===== src/rtl/framebuffer_stream_pkg.sv =====
// Shared types and width helpers for the framebuffer stream responder.
package framebuffer_stream_pkg;

  typedef enum logic [1:0] {
    ST_IDLE  = 2'd0,
    ST_WRITE = 2'd1,
    ST_READ  = 2'd2
  } state_t;

  localparam int DEF_PIXELS_PER_BEAT = 2;
  localparam int DEF_SUB_PIXELS      = 4;
  localparam int DEF_SUB_PIXEL_WIDTH = 8;
  localparam int DEF_ADDR_WIDTH      = 32;
  localparam int DEF_RD_FIFO_DEPTH   = 4;

  function automatic int stream_width(input int pixels, input int sub_pixels,
                                      input int sub_pixel_width);
    return pixels * sub_pixels * sub_pixel_width;
  endfunction

  function automatic int beat_bytes_lg(input int width_bits);
    return $clog2(width_bits / 8);
  endfunction

endpackage


===== src/rtl/framebuffer_stream_responder_fifo.sv =====
// Read-return buffer: synchronous FIFO with a registered count.
module stream_read_fifo #(
  parameter int WIDTH = 64,
  parameter int DEPTH = 4
) (
  input  logic                     aclk,
  input  logic                     reset,
  input  logic                     push,
  input  logic [WIDTH-1:0]         push_data,
  input  logic                     pop,
  output logic [WIDTH-1:0]         head,
  output logic                     empty,
  output logic [$clog2(DEPTH):0]   count
);

  localparam int PTR_W = $clog2(DEPTH);
  localparam int CNT_W = PTR_W + 1;
  localparam logic [PTR_W-1:0] PTR_ONE = PTR_W'(1);
  localparam logic [CNT_W-1:0] CNT_ONE = CNT_W'(1);
  localparam logic [CNT_W-1:0] CNT_FULL = CNT_W'(DEPTH);

  logic [WIDTH-1:0] store_q [DEPTH];
  logic [PTR_W-1:0] wr_ptr_q, rd_ptr_q;
  logic [CNT_W-1:0] count_q;
  logic             push_ok, pop_ok;

  assign empty   = (count_q == '0);
  assign pop_ok  = pop && !empty;
  assign push_ok = push && ((count_q != CNT_FULL) || pop_ok);
  assign head    = store_q[rd_ptr_q];
  assign count   = count_q;

  // Data storage; contents are don't-care while empty, so no reset is needed.
  always_ff @(posedge aclk) begin
    if (push_ok) store_q[wr_ptr_q] <= push_data;
  end

  // Pointers and occupancy; reset flushes the buffer.
  always_ff @(posedge aclk) begin
    if (reset) begin
      wr_ptr_q <= '0;
      rd_ptr_q <= '0;
      count_q  <= '0;
    end else begin
      if (push_ok) wr_ptr_q <= wr_ptr_q + PTR_ONE;
      if (pop_ok)  rd_ptr_q <= rd_ptr_q + PTR_ONE;
      case ({push_ok, pop_ok})
        2'b10:   count_q <= count_q + CNT_ONE;
        2'b01:   count_q <= count_q - CNT_ONE;
        default: count_q <= count_q;
      endcase
    end
  end

endmodule


===== src/rtl/framebuffer_stream_responder.sv =====
// Memory-side responder: one address request at a time, writes stream beats
// into the word memory port or streams memory words back out.
//
//   state    | meaning
//   ST_IDLE  | ready for a request; zero-beat requests are accepted and dropped
//   ST_WRITE | s_axis beats pass straight through to the memory write port
//   ST_READ  | credit-limited memory reads, returns buffered and streamed out
module framebuffer_stream_responder
  import framebuffer_stream_pkg::*;
#(
  parameter int NUMBER_OF_PIXELS_PER_BEAT = DEF_PIXELS_PER_BEAT,
  parameter int NUMBER_OF_SUB_PIXELS      = DEF_SUB_PIXELS,
  parameter int SUB_PIXEL_WIDTH           = DEF_SUB_PIXEL_WIDTH,
  parameter int ADDR_WIDTH                = DEF_ADDR_WIDTH,
  parameter int RD_FIFO_DEPTH             = DEF_RD_FIFO_DEPTH,
  localparam int STREAM_WIDTH  = stream_width(NUMBER_OF_PIXELS_PER_BEAT,
                                              NUMBER_OF_SUB_PIXELS, SUB_PIXEL_WIDTH),
  localparam int STRB_WIDTH    = NUMBER_OF_PIXELS_PER_BEAT * NUMBER_OF_SUB_PIXELS,
  localparam int BEAT_BYTES_LG = beat_bytes_lg(STREAM_WIDTH),
  localparam int WADDR_WIDTH   = ADDR_WIDTH - BEAT_BYTES_LG
) (
  input  logic                    aclk,
  input  logic                    reset,
  input  logic                    s_avalid,
  output logic                    s_aready,
  input  logic [ADDR_WIDTH-1:0]   s_aaddr,
  input  logic [ADDR_WIDTH-1:0]   s_abeats,
  input  logic                    s_arnw,
  input  logic                    s_axis_tvalid,
  output logic                    s_axis_tready,
  input  logic                    s_axis_tlast,
  input  logic [STREAM_WIDTH-1:0] s_axis_tdata,
  input  logic [STRB_WIDTH-1:0]   s_axis_tstrb,
  output logic                    m_axis_tvalid,
  input  logic                    m_axis_tready,
  output logic                    m_axis_tlast,
  output logic [STREAM_WIDTH-1:0] m_axis_tdata,
  output logic                    mem_req,
  output logic                    mem_we,
  input  logic                    mem_gnt,
  output logic [WADDR_WIDTH-1:0]  mem_addr,
  output logic [STREAM_WIDTH-1:0] mem_wdata,
  output logic [STRB_WIDTH-1:0]   mem_wstrb,
  input  logic                    mem_rvalid,
  input  logic [STREAM_WIDTH-1:0] mem_rdata,
  output logic                    err_tlast
);

  localparam int CNT_WIDTH = $clog2(RD_FIFO_DEPTH) + 1;
  localparam logic [ADDR_WIDTH-1:0]  BEAT_ONE    = ADDR_WIDTH'(1);
  localparam logic [WADDR_WIDTH-1:0] WORD_ONE    = WADDR_WIDTH'(1);
  localparam logic [CNT_WIDTH-1:0]   CNT_ONE     = CNT_WIDTH'(1);
  localparam logic [CNT_WIDTH:0]     DEPTH_LIMIT = (CNT_WIDTH + 1)'(RD_FIFO_DEPTH);

  state_t                  state_q, state_d;
  logic [WADDR_WIDTH-1:0]  addr_q, addr_d;
  logic [ADDR_WIDTH-1:0]   issue_left_q, issue_left_d;
  logic [ADDR_WIDTH-1:0]   beats_left_q, beats_left_d;
  logic [CNT_WIDTH-1:0]    outstanding_q;
  logic [CNT_WIDTH-1:0]    fifo_count;
  logic [STREAM_WIDTH-1:0] fifo_head;
  logic                    fifo_empty, fifo_push, fifo_pop;
  logic                    rd_issue, credit_ok, last_beat;
  logic                    err_d, err_tlast_q;
  logic                    unused_addr_lsbs;

  // Start addresses are beat aligned; the byte offset bits carry no information.
  assign unused_addr_lsbs = ^s_aaddr[BEAT_BYTES_LG-1:0];

  assign last_beat = (beats_left_q == BEAT_ONE);
  // Outstanding reads plus buffered words may never exceed the buffer depth,
  // which is what makes an unconditional push on mem_rvalid safe.
  assign credit_ok = ({1'b0, outstanding_q} + {1'b0, fifo_count}) < DEPTH_LIMIT;
  assign fifo_push = mem_rvalid && (outstanding_q != '0);
  assign fifo_pop  = (state_q == ST_READ) && m_axis_tvalid && m_axis_tready;

  assign m_axis_tvalid = !fifo_empty;
  assign m_axis_tdata  = fifo_head;
  assign m_axis_tlast  = !fifo_empty && last_beat;
  assign mem_addr      = addr_q;
  assign mem_wdata     = s_axis_tdata;
  assign mem_wstrb     = s_axis_tstrb;
  assign err_tlast     = err_tlast_q;

  // Next-state, counter updates and handshake outputs.
  always_comb begin
    state_d       = state_q;
    addr_d        = addr_q;
    issue_left_d  = issue_left_q;
    beats_left_d  = beats_left_q;
    s_aready      = 1'b0;
    s_axis_tready = 1'b0;
    mem_req       = 1'b0;
    mem_we        = 1'b0;
    rd_issue      = 1'b0;
    err_d         = 1'b0;
    case (state_q)
      ST_IDLE: begin
        s_aready = !reset;
        if (s_avalid && !reset) begin
          addr_d       = s_aaddr[ADDR_WIDTH-1:BEAT_BYTES_LG];
          issue_left_d = s_abeats;
          beats_left_d = s_abeats;
          if (s_abeats != '0) state_d = s_arnw ? ST_WRITE : ST_READ;
        end
      end
      ST_WRITE: begin
        mem_req       = s_axis_tvalid;
        mem_we        = 1'b1;
        s_axis_tready = mem_gnt;
        if (s_axis_tvalid && mem_gnt) begin
          addr_d       = addr_q + WORD_ONE;
          beats_left_d = beats_left_q - BEAT_ONE;
          // The beat count terminates the burst; tlast is only checked.
          err_d        = (s_axis_tlast != last_beat);
          if (last_beat) state_d = ST_IDLE;
        end
      end
      ST_READ: begin
        mem_req = (issue_left_q != '0) && credit_ok;
        if (mem_req && mem_gnt) begin
          rd_issue     = 1'b1;
          addr_d       = addr_q + WORD_ONE;
          issue_left_d = issue_left_q - BEAT_ONE;
        end
        if (fifo_pop) begin
          beats_left_d = beats_left_q - BEAT_ONE;
          if (last_beat) state_d = ST_IDLE;
        end
      end
      default: state_d = ST_IDLE;
    endcase
  end

  // State and request bookkeeping registers.
  always_ff @(posedge aclk) begin
    if (reset) begin
      state_q      <= ST_IDLE;
      addr_q       <= '0;
      issue_left_q <= '0;
      beats_left_q <= '0;
      err_tlast_q  <= 1'b0;
    end else begin
      state_q      <= state_d;
      addr_q       <= addr_d;
      issue_left_q <= issue_left_d;
      beats_left_q <= beats_left_d;
      err_tlast_q  <= err_d;
    end
  end

  // Reads issued but not yet returned; returns arriving with none pending are stale.
  always_ff @(posedge aclk) begin
    if (reset) begin
      outstanding_q <= '0;
    end else begin
      case ({rd_issue, fifo_push})
        2'b10:   outstanding_q <= outstanding_q + CNT_ONE;
        2'b01:   outstanding_q <= outstanding_q - CNT_ONE;
        default: outstanding_q <= outstanding_q;
      endcase
    end
  end

  stream_read_fifo #(
    .WIDTH (STREAM_WIDTH),
    .DEPTH (RD_FIFO_DEPTH)
  ) u_rd_fifo (
    .aclk      (aclk),
    .reset     (reset),
    .push      (fifo_push),
    .push_data (mem_rdata),
    .pop       (fifo_pop),
    .head      (fifo_head),
    .empty     (fifo_empty),
    .count     (fifo_count)
  );

endmodule

===== config.mk =====
export PLATFORM = sky130hd
export DESIGN_NAME = framebuffer_stream_responder
export DESIGN_NICKNAME = d
export VERILOG_FILES = /design/src/rtl/framebuffer_stream_pkg.sv /design/src/rtl/framebuffer_stream_responder_fifo.sv /design/src/rtl/framebuffer_stream_responder.sv
export SDC_FILE = /design/constraint.sdc
export NUM_CORES = 1
export LEC_CHECK = 0
export ABC_AREA = 1
export CORE_MARGIN = 2
export CORE_UTILIZATION = 57
export CTS_BUF_LIST = sky130_fd_sc_hd__clkbuf_8
export DETAILED_ROUTE_END_ITERATION = 12
export GPL_TIMING_DRIVEN = 0
export PLACE_DENSITY = 0.88
export SLEW_MARGIN = 20
export SYNTH_ARGS = -nofsm -noshare
export SYNTH_HDL_FRONTEND = slang
export SYNTH_SLANG_ARGS = --single-unit

===== constraint.sdc =====
create_clock -name aclk -period 12.94 [get_ports aclk]
set_input_delay 1.294 -clock aclk [delete_from_list [all_inputs] [get_ports aclk]]
set_output_delay 1.294 -clock aclk [all_outputs]
set_load 0.01 [all_outputs]

* Yosys cells after proc, flatten, opt, wreduce, memory -nomap -nowiden
Memories as Yosys holds them, arrays and structs flattened. A register that Yosys moved wholly into a read port is not among the register bits.
Index checks and enable logic that the tools add are counted.
** Storage, ports and cells
- Flip-flop bits (word level) :: 106
- RAM bits :: 256
- Input port bits :: 209
- Output and inout port bits :: 172
- Logic and storage cells :: 93
- Memories kept :: 1
** Operators by class
- $add $sub $neg :: 10
- Order comparisons :: 1
- Equality and inequality tests :: 14
- Muxes and demuxes :: 29
- Bitwise logic cells :: 2
- Reductions and logical operators :: 27
** Memories
- u_rd_fifo.store_q :: depth 4, width 64, rd ports 1, clocked after Yosys merged registers in 1, wr ports 1, RTL line framebuffer_stream_responder_fifo.sv:22 : logic [WIDTH-1:0] store_q [DEPTH];
** Operators with widths (count)
- 32-bit two-way mux :: 4
- 32-bit one-hot mux with 3 select lines :: 1
- 29-bit two-way mux :: 3
- 29-bit one-hot mux with 3 select lines :: 1
- 32-bit one-hot mux with 2 select lines :: 1
- 32-bit nonzero test :: 2
- 32-bit by 1-bit subtractor with 32-bit output (second input constant) :: 2
- 32-bit by 1-bit == test with 1-bit output (second input constant) :: 1
- 29-bit by 1-bit adder with 29-bit output (second input constant) :: 1
- 2-bit two-way mux :: 8
- 3-bit one-hot mux with 2 select lines :: 2
- 4-bit AND reduction :: 3
- 1-bit logical AND :: 10
- 1-bit two-way mux :: 7
- 3-bit by 1-bit adder with 3-bit output (second input constant) :: 2
- 2-bit by 1-bit == test with 1-bit output (second input constant) :: 3
- 2-bit == test (second input constant) :: 3
- 2-bit inequality test (second input constant) :: 3
- 2-bit one-hot mux with 3 select lines :: 1
- 2-bit nonzero test :: 3
- 3-bit nonzero test :: 2
- 3-bit by 1-bit subtractor with 3-bit output (second input constant) :: 2
- 2-bit by 1-bit adder with 2-bit output (second input constant) :: 2
- 3-bit by 3-bit adder with 4-bit output :: 1
- 12 further kinds :: 15

* Depth between registers and ports, before layout
Gate-level depths: netlist (run 1).
- Depth after elaboration :: 9
- Mapped depth :: 15
- Mapped depth without buffers :: 15

* Cells and area by module
Synthesis (run 1) repeated with hierarchy kept, for this count alone.
** Second synthesis, totals
- Cells, all modules :: 2187
- Area total of the unflattened synthesis :: 18352.6 um2
** By module, submodules not included
- stream_read_fifo :: times used 1, cells an instance 685, area an instance 9998.3 um2, sequential area each 7867.5 um2
- framebuffer_stream_responder :: times used 1, cells an instance 1502, area an instance 8354.3 um2, sequential area each 1981.9 um2

* Least setup slack after synthesis (run 1)
No wires, ideal clock.
- Path type :: input port to flip-flop
- Start point :: input mem_rvalid
- End point :: memory u_rd_fifo.store_q[0][0] (enable)
- Library setup time :: 0.486 ns
- Arrival time :: 4.420 ns
- Data required time :: 12.454 ns
- Setup slack :: 8.034 ns
- Cell stages on the path :: 5
- Path buffers :: 1
- Cells stage by stage :: inv_1 > a31oi_1 > nand2_1 > buf_2 > nor2_1
** On the way
- Cells in the longest elaborated chain, start to end :: 4
** RTL lines
- start, declared :: RTL line framebuffer_stream_responder.sv:44 : input logic mem_rvalid,
- 1-bit logical AND :: RTL line framebuffer_stream_responder.sv:74 : assign fifo_push = mem_rvalid && (outstanding_q != '0);
- 1-bit logical AND :: RTL line framebuffer_stream_responder_fifo.sv:29 : assign push_ok = push && ((count_q != CNT_FULL) || pop_ok);
- 1-bit two-way mux :: RTL line framebuffer_stream_responder_fifo.sv:35 : if (push_ok) store_q[wr_ptr_q] <= push_data;
- 1-bit two-way mux (not written as such) :: RTL line framebuffer_stream_responder_fifo.sv:35
- end, declared :: RTL line framebuffer_stream_responder_fifo.sv:22
No other way between the ends.

==> results.json, run 1 <==
{
  "status": "finished clean",
  "critical_path.endpoint_type": "primary output",
  "p_per_area_nw_per_um2": 204,
  "cp.required_ps": 11650,
  "htreeDepth": 2,
  "p_sw_mw": 2.00,
  "portBuffers": 304,
  "p_comb_share_pct": 44.3,
  "hold_path_class": "register to register",
  "num_vias": 17300,
  "path_buf_inv": 5,
  "finalSetupViolCount": 0,
  "arrival_ps": 3640,
  "grt_pass1_wl_microns": 91300,
  "power_frac_clock_pct": 20.5,
  "clkTransAtPathRegs_ps": 60,
  "place_congestion": 0.978,
  "holdPathStages": 1,
  "period_minus_slack_ps": 4940,
  "synthTopCellsByArea": "edfxtp_1, dfxtp_1, nand2_1",
  "firstDrtPassIters": 6,
  "drc": 0,
  "critPathLaunchType": "register",
  "crit_type": "register to primary output",
  "post_cts_resized": 0,
  "tns_ps": 0,
  "grt_max_degree": 26,
  "synth_top_cell_by_area": "edfxtp_1",
  "drt_iter0_markers": 2164,
  "synth_cells": 2193,
  "synth-compound-area-share_pct": 10.8,
  "synth-seq-cells": 364,
  "maxCapViolCount": 0,
  "p_int_mw": 2.69,
  "drv_slew": 0,
  "synth_top_family_by_area": "simple AND/OR/NAND/NOR gates",
  "yosys_most_used_dff": "edfxtp_1",
  "yosysMostFrequentCell": "nand2_1",
  "cts_buffers": 58,
  "cp_max_fo": 10,
  "syn-num-nets": 2419,
  "seqPwrFrac_pct": 35.3,
  "fin_nets": 2793,
  "overflow": 0,
  "ys_top_cells_by_count": "nand2_1, nor2_1, edfxtp_1",
  "synthMuxAreaShare_pct": 0,
  "die_h_microns": 182,
  "synthSimpleGateAreaFrac_pct": 24.5,
  "path_common_cell": "clkbuf_1",
  "setup_ws_ps": 8000,
  "dpl.hpwl_microns": 42900,
  "synthXorXnorAreaFrac_pct": 0.483,
  "synth-seq-area-share_pct": 54.3,
  "fmax_mhz": 202,
  "drive_gt1_share_pct": 8.04,
  "grt_pass1_vias": 16700,
  "worstRegToRegCells": 12,
  "core_area_sq_um": 31500,
  "post-place-ws_ps": 8730,
  "hold_violations": 0,
  "initial_utilization_pct": 57.7,
  "root_buffer": "clkbuf_8",
  "max_slew_margin_pct": 44.4,
  "io_pins": 381,
  "leakage_nw": 9.21,
  "cp_top_family": "buffers and inverters",
  "clock-sinks": 364,
  "sw_frac_of_total_pct": 42.7,
  "ant_nets": 0,
  "yosysWarnings": 0,
  "synthAdderAreaFrac_pct": 1.25,
  "slowest_delay_ps": 650,
  "synth_area_per_cell_sq_um": 8.28,
  "antenna_found_initial": 2,
  "grt.total_usage_pct": 35.6,
  "max_slew.worst_pin.slew_ps": 833,
  "ys_types": 40,
  "cts_tree": "done",
  "fp.dieW_microns": 182,
  "area_delta_synth_final_pct": 27.1,
  "cts_max_path_buffers": 3,
  "rows": 65,
  "rsz0062_at_grt": "false",
  "cts_hold_buf": 0,
  "syn_area_sq_um": 18100,
  "synth-edff-count": 256,
  "final.setup_skew_ps": 34.6,
  "synth_top_area_share_pct": 42.4,
  "clock_latency_ps": 650,
  "peakVddDrop_mv": 0.119,
  "routed_wirelength_microns": 59800,
  "avgRoutedWirePerCell_microns": 19.8,
  "synthArstFlopShare_pct": 0,
  "cp.depth": 7,
  "period_share_pct": 38.2,
  "viasPerCell": 5.73,
  "cts_setup_buffers": 0,
  "die_area_sq_um": 33300,
  "slowest_stage": "clkdlybuf4s50_1",
  "crit_chain": "clkbuf_1 -> inv_1 -> clkbuf_1 -> clkbuf_1 -> o21ai_0 -> o22ai_1 -> clkdlybuf4s50_1"
}
==> power by group through the flow <==
| stage | registers (mW) | clock network (mW) | logic, mW |
|---|---|---|---|
| floorplan | 1.63 | 0 | 1.30 |
| global placement | 1.67 | 0 | 1.96 |
| detailed placement | 1.67 | 0 | 2.02 |
| CTS | 1.65 | 0.964 | 2.04 |
| global route | 1.68 | 1.01 | 2.30 |
| finish | 1.66 | 0.960 | 2.08 |
==> metrics by stage <==
stage          util [%]  std cells  cell area (sq um)  hold WS [ps]  power (mW)
6_report           73.3       3015              23100           485        4.70
5_1_grt            73.3       3014              23100           512        4.99
4_1_cts            73.3       3013              23100           483        4.65
2_1_floorplan         -       2193              18100           436        2.94
3_3_place_gp       68.9       2899              21700           453        3.63
3_5_place_dp       69.8       2909              22000           469        3.69
==> area by class of cell <==
| class | instances | area [sq um] |
|---|---|---|
| Sequential cell | 364 | 9850 |
| Multi-Input combinational cell | 1495 | 6740 |
| Timing Repair Buffer | 314 | 3270 |
| Tap cell | 402 | 503 |
| Antenna cell | 2 | 5.00 |
| Clock inverter | 43 | 270 |
| Inverter | 168 | 632 |
| Buffer | 166 | 953 |
| Clock buffer | 61 | 840 |
| Fill cell | 2307 | 8400 |
==> logic make-up after synthesis <==
family | after synthesis
AND/OR/NAND/NOR | 1100
AO/OA/AOI/OAI | 368
flip-flops | 364
buffers and inverters | 334
adder cells (fa/ha/maj) | 17
XOR/XNOR | 10
==> worst reg2reg max path: cells and delay by family, from the launching register on <==
family,cells,cell delay (ps)
AOI/OAI and AO/OA,1,50
adders and majority gates,3,800
buffers and inverters,5,1480
DFF,1,350
and+or+nand+nor,3,450
==> layout by cell type, fill, tap and decap left out, types with 77 or more instances in the layout <==
cell             synthesis  final
edfxtp_1               256    256
nor2_1                 452    448
clkdlybuf4s50_1          0    304
a21oi_1                 77     77
nand2_1                477    477
dfxtp_1                108    108
buf_4                   78     78
inv_1                  161    178
nand3_1                111    111
o21ai_0                211    211
==> state kept, by name, indices dropped and copies added (netlist names), named ones only <==
name                cells
beats_left_q           32
mem_addr               29
u_rd_fifo.rd_ptr_q      2
u_rd_fifo.count         3
outstanding_q           3
state_q                 2
u_rd_fifo.store_q     256
err_tlast               1
u_rd_fifo.wr_ptr_q      2
issue_left_q           32
==> worst paths after layout <==
check | to | slack (ps) | start
max reg2reg | outstanding_q[1] | 9750 | state_q[0]
min reg2reg | register | 480 | u_rd_fifo.rd_ptr_q[0]
max | m_axis_tdata[58] | 8000 | register
min | register | 480 | u_rd_fifo.rd_ptr_q[0]
==> layer usage <==
metal	global-route usage [%]	vias to the layer above	share of wire, %	wire [microns]
li1	-	7990	-	-
met1	44.5	8000	37	21900
met2	59.4	1107	48	28600
met3	7.28	188	11	6460
met4	17.5	4	4.8	2850
met5	0	-	0.089	53
Note: power is estimated with default switching activity, not from simulation.
==> inputs of run 2 (changes only) <==
--- a/config.mk
+++ b/config.mk
@@ -7,11 +7,11 @@
 export LEC_CHECK = 0
 export ABC_AREA = 1
 export CORE_MARGIN = 2
-export CORE_UTILIZATION = 57
+export CORE_UTILIZATION = 48
 export CTS_BUF_LIST = sky130_fd_sc_hd__clkbuf_8
 export DETAILED_ROUTE_END_ITERATION = 12
 export GPL_TIMING_DRIVEN = 0
-export PLACE_DENSITY = 0.88
+export PLACE_DENSITY = 0.79
 export SLEW_MARGIN = 20
 export SYNTH_ARGS = -nofsm -noshare
 export SYNTH_HDL_FRONTEND = slang
==> constraint.sdc (replaced) <==
create_clock -name aclk -period 4 [get_ports aclk]
set_input_delay 0.4 -clock aclk [delete_from_list [all_inputs] [get_ports aclk]]
set_output_delay 0.4 -clock aclk [all_outputs]
set_load 0.01 [all_outputs]
==> run 2 against run 1 <==
Utilization down 11 points. Via count down 2.7%. Worst hold slack worse by 400 ps. Cell count up 4.1%. Critical path depth up 1. Clock-buffer cell count up 11. Combinational power rose to 3.2 times the previous value. Final area up 1.4%. Sequential share of layout area down 0.58 points. Total power rose to 3.3 times the previous value. Critical path type unchanged. Critical endpoint is now mem_req. Largest cell class unchanged.
==> results.json, run 2 (synthesized netlist as in run 1, its figures left out) <==
{
  "critPathLaunchType": "register",
  "firstDrtPassIters": 5,
  "mostFrequentLayoutCell": "nand2_1",
  "clock-sinks": 364,
  "p_int_mw": 9.05,
  "power_frac_clock_pct": 22.3,
  "htreeDepth": 2,
  "period_share_pct": 95.6,
  "largest_register_ffs": 256,
  "regMostFlops": "u_rd_fifo.store_q",
  "drive_gt1_share_pct": 8.55,
  "hold_violations": 0,
  "p_per_area_nw_per_um2": 661,
  "num_vias": 16800,
  "hold_path_class": "input pin to register",
  "cp.required_ps": 3600,
  "viasPerCell": 5.36,
  "max_slew.worst_pin.slew_ps": 800,
  "grt_pass1_vias": 15600,
  "cts_max_path_buffers": 3,
  "fin_cells": 3138,
  "sw_frac_of_total_pct": 41.4,
  "dp_cells": 3018,
  "clock_latency_ps": 670,
  "cp_max_fo": 10,
  "finalSetupViolCount": 0,
  "dpl.hpwl_microns": 40700,
  "final.setup_skew_ps": 39.2,
  "period_minus_slack_ps": 3820,
  "arrival_ps": 3420,
  "grt_pass1_wl_microns": 84100,
  "path_buf_inv": 5,
  "design_area_sq_um": 23400,
  "io_pins": 381,
  "initial_utilization_pct": 48.4,
  "die_h_microns": 198,
  "avgRoutedWirePerCell_microns": 17.9,
  "maxCapViolCount": 0,
  "post-place-ws_ps": 737,
  "cp_top_family": "buffers and inverters",
  "crit_chain": "inv_1 -> ha_1 -> buf_2 -> clkbuf_1 -> clkbuf_1 -> nand3_1 -> a21oi_1 -> clkdlybuf4s50_1",
  "cts_buffers": 60,
  "drv_slew": 0,
  "root_buffer": "clkbuf_8",
  "wl_met3_microns": 6200,
  "setup_ws_ps": 177,
  "core_area_sq_um": 37500,
  "highest_layer": "met5",
  "slowest_stage": "clkdlybuf4s50_1",
  "drt-met1-wl_microns": 22100,
  "fp.dieW_microns": 198,
  "drc": 0,
  "fin_nets": 2794,
  "wl_met2_microns": 26100,
  "area_delta_synth_final_pct": 28.9,
  "grt_max_degree": 24,
  "max_slew_margin_pct": 46.6,
  "portBuffers": 304,
  "die_area_sq_um": 39400,
  "status": "finished clean",
  "path_common_cell": "clkbuf_1",
  "final_util_pct": 62.4,
  "drt_iter0_markers": 1716,
  "antenna_found_initial": 9,
  "slowest_delay_ps": 620,
  "place_area_sq_um": 22100,
  "final_cell_mix": "nand2_1, nor2_1, clkdlybuf4s50_1",
  "fmax_mhz": 262,
  "overflow": 0,
  "p_sw_mw": 6.40,
  "cts_tree": "done",
  "routed_wirelength_microns": 56300,
  "rsz0062_at_grt": "false",
  "place_congestion": 0.976,
  "grt.total_usage_pct": 27.8,
  "fill_cells": 3168,
  "crit_type": "register to primary output",
  "clkTransAtPathRegs_ps": 70,
  "leakage_nw": 9.31,
  "peakVddDrop_mv": 0.397,
  "ant_nets": 0,
  "seqPwrFrac_pct": 34.5,
  "p_comb_share_pct": 43.2,
  "reg_top3": "u_rd_fifo.store_q: 256 flops, beats_left_q: 32 flops, issue_left_q: 32 flops",
  "critical_path.endpoint_type": "primary output",
  "rows": 71
}
-- run 2: changes by cell type in the layout (fill, tap and decap cells not counted), sizes merged --
cell / before / now
clkinvlp: 1 / 0
clkbuf: 128 / 138
diode: 2 / 7
clkinv: 23 / 22
inv: 185 / 184
bufinv: 2 / 4
-- run 2: per-layer routing --
| metal | vias up | GRT usage [%] |
|---|---|---|
| met5 | - | 0 |
| met4 | 6 | 10.3 |
| met3 | 127 | 6.63 |
| met2 | 890 | 45.7 |
| met1 | 7798 | 35.8 |
| li1 | 7997 | - |
-- run 2: path summary, 6_finish.rpt --
check | startpoint | endpoint | depth (start not counted) | slack, ps
hold / removal | reset | beats_left_q[18] | 2 | 80
setup / recovery | state_q[0] | mem_req | 8 | 180
hold reg to reg | u_rd_fifo.rd_ptr_q[1] | u_rd_fifo.rd_ptr_q[1] | 2 | 470
setup reg to reg | state_q[0] | outstanding_q[1] | 12 | 1120
-- run 2: metrics by stage --
step | setup TNS (ps) | hold slack, ps | total power [mW]
final | 0 | 84.5 | 15.5
after global routing | 0 | 63.9 | 16.4
after CTS | 0 | 40.0 | 15.4
after detailed placement | 0 | 463 | 11.9
after global placement | -639680 | 448 | 11.8
after floorplan | -63450 | 436 | 9.50
-- run 2: area by class of cell --
| class | instances | area [sq um] | share of cell area [%] |
|---|---|---|---|
| clock buffers | 72 | 991 | 4.24 |
| multi-input cells | 1495 | 6740 | 28.8 |
| inverters | 168 | 632 | 2.70 |
| plain buffers | 165 | 951 | 4.07 |
| flip-flops and latches | 364 | 9850 | 42.1 |
| well taps | 511 | 639 | 2.73 |
| diodes | 7 | 17.5 | 0.0749 |
| clock inverters | 42 | 305 | 1.31 |
| repair buffers | 314 | 3260 | 13.9 |
-- run 2: what timing repair did --
action	4_1_cts	5_1_grt
hold buffers	0	0
endpoints found under the setup margin	0	12
buffers inserted	0	0
gates resized for setup	0	2
-- run 2: power by group through the flow --
| stage | registers [mW] | clock network, mW | logic [mW] |
|---|---|---|---|
| 6_report | 5.33 | 3.45 | 6.67 |
| 5_1_grt | 5.41 | 3.65 | 7.39 |
| 4_1_cts | 5.31 | 3.48 | 6.58 |
| 3_5_place_dp | 5.38 | 0 | 6.54 |
| 3_3_place_gp | 5.40 | 0 | 6.36 |
| 2_1_floorplan | 5.29 | 0 | 4.22 |
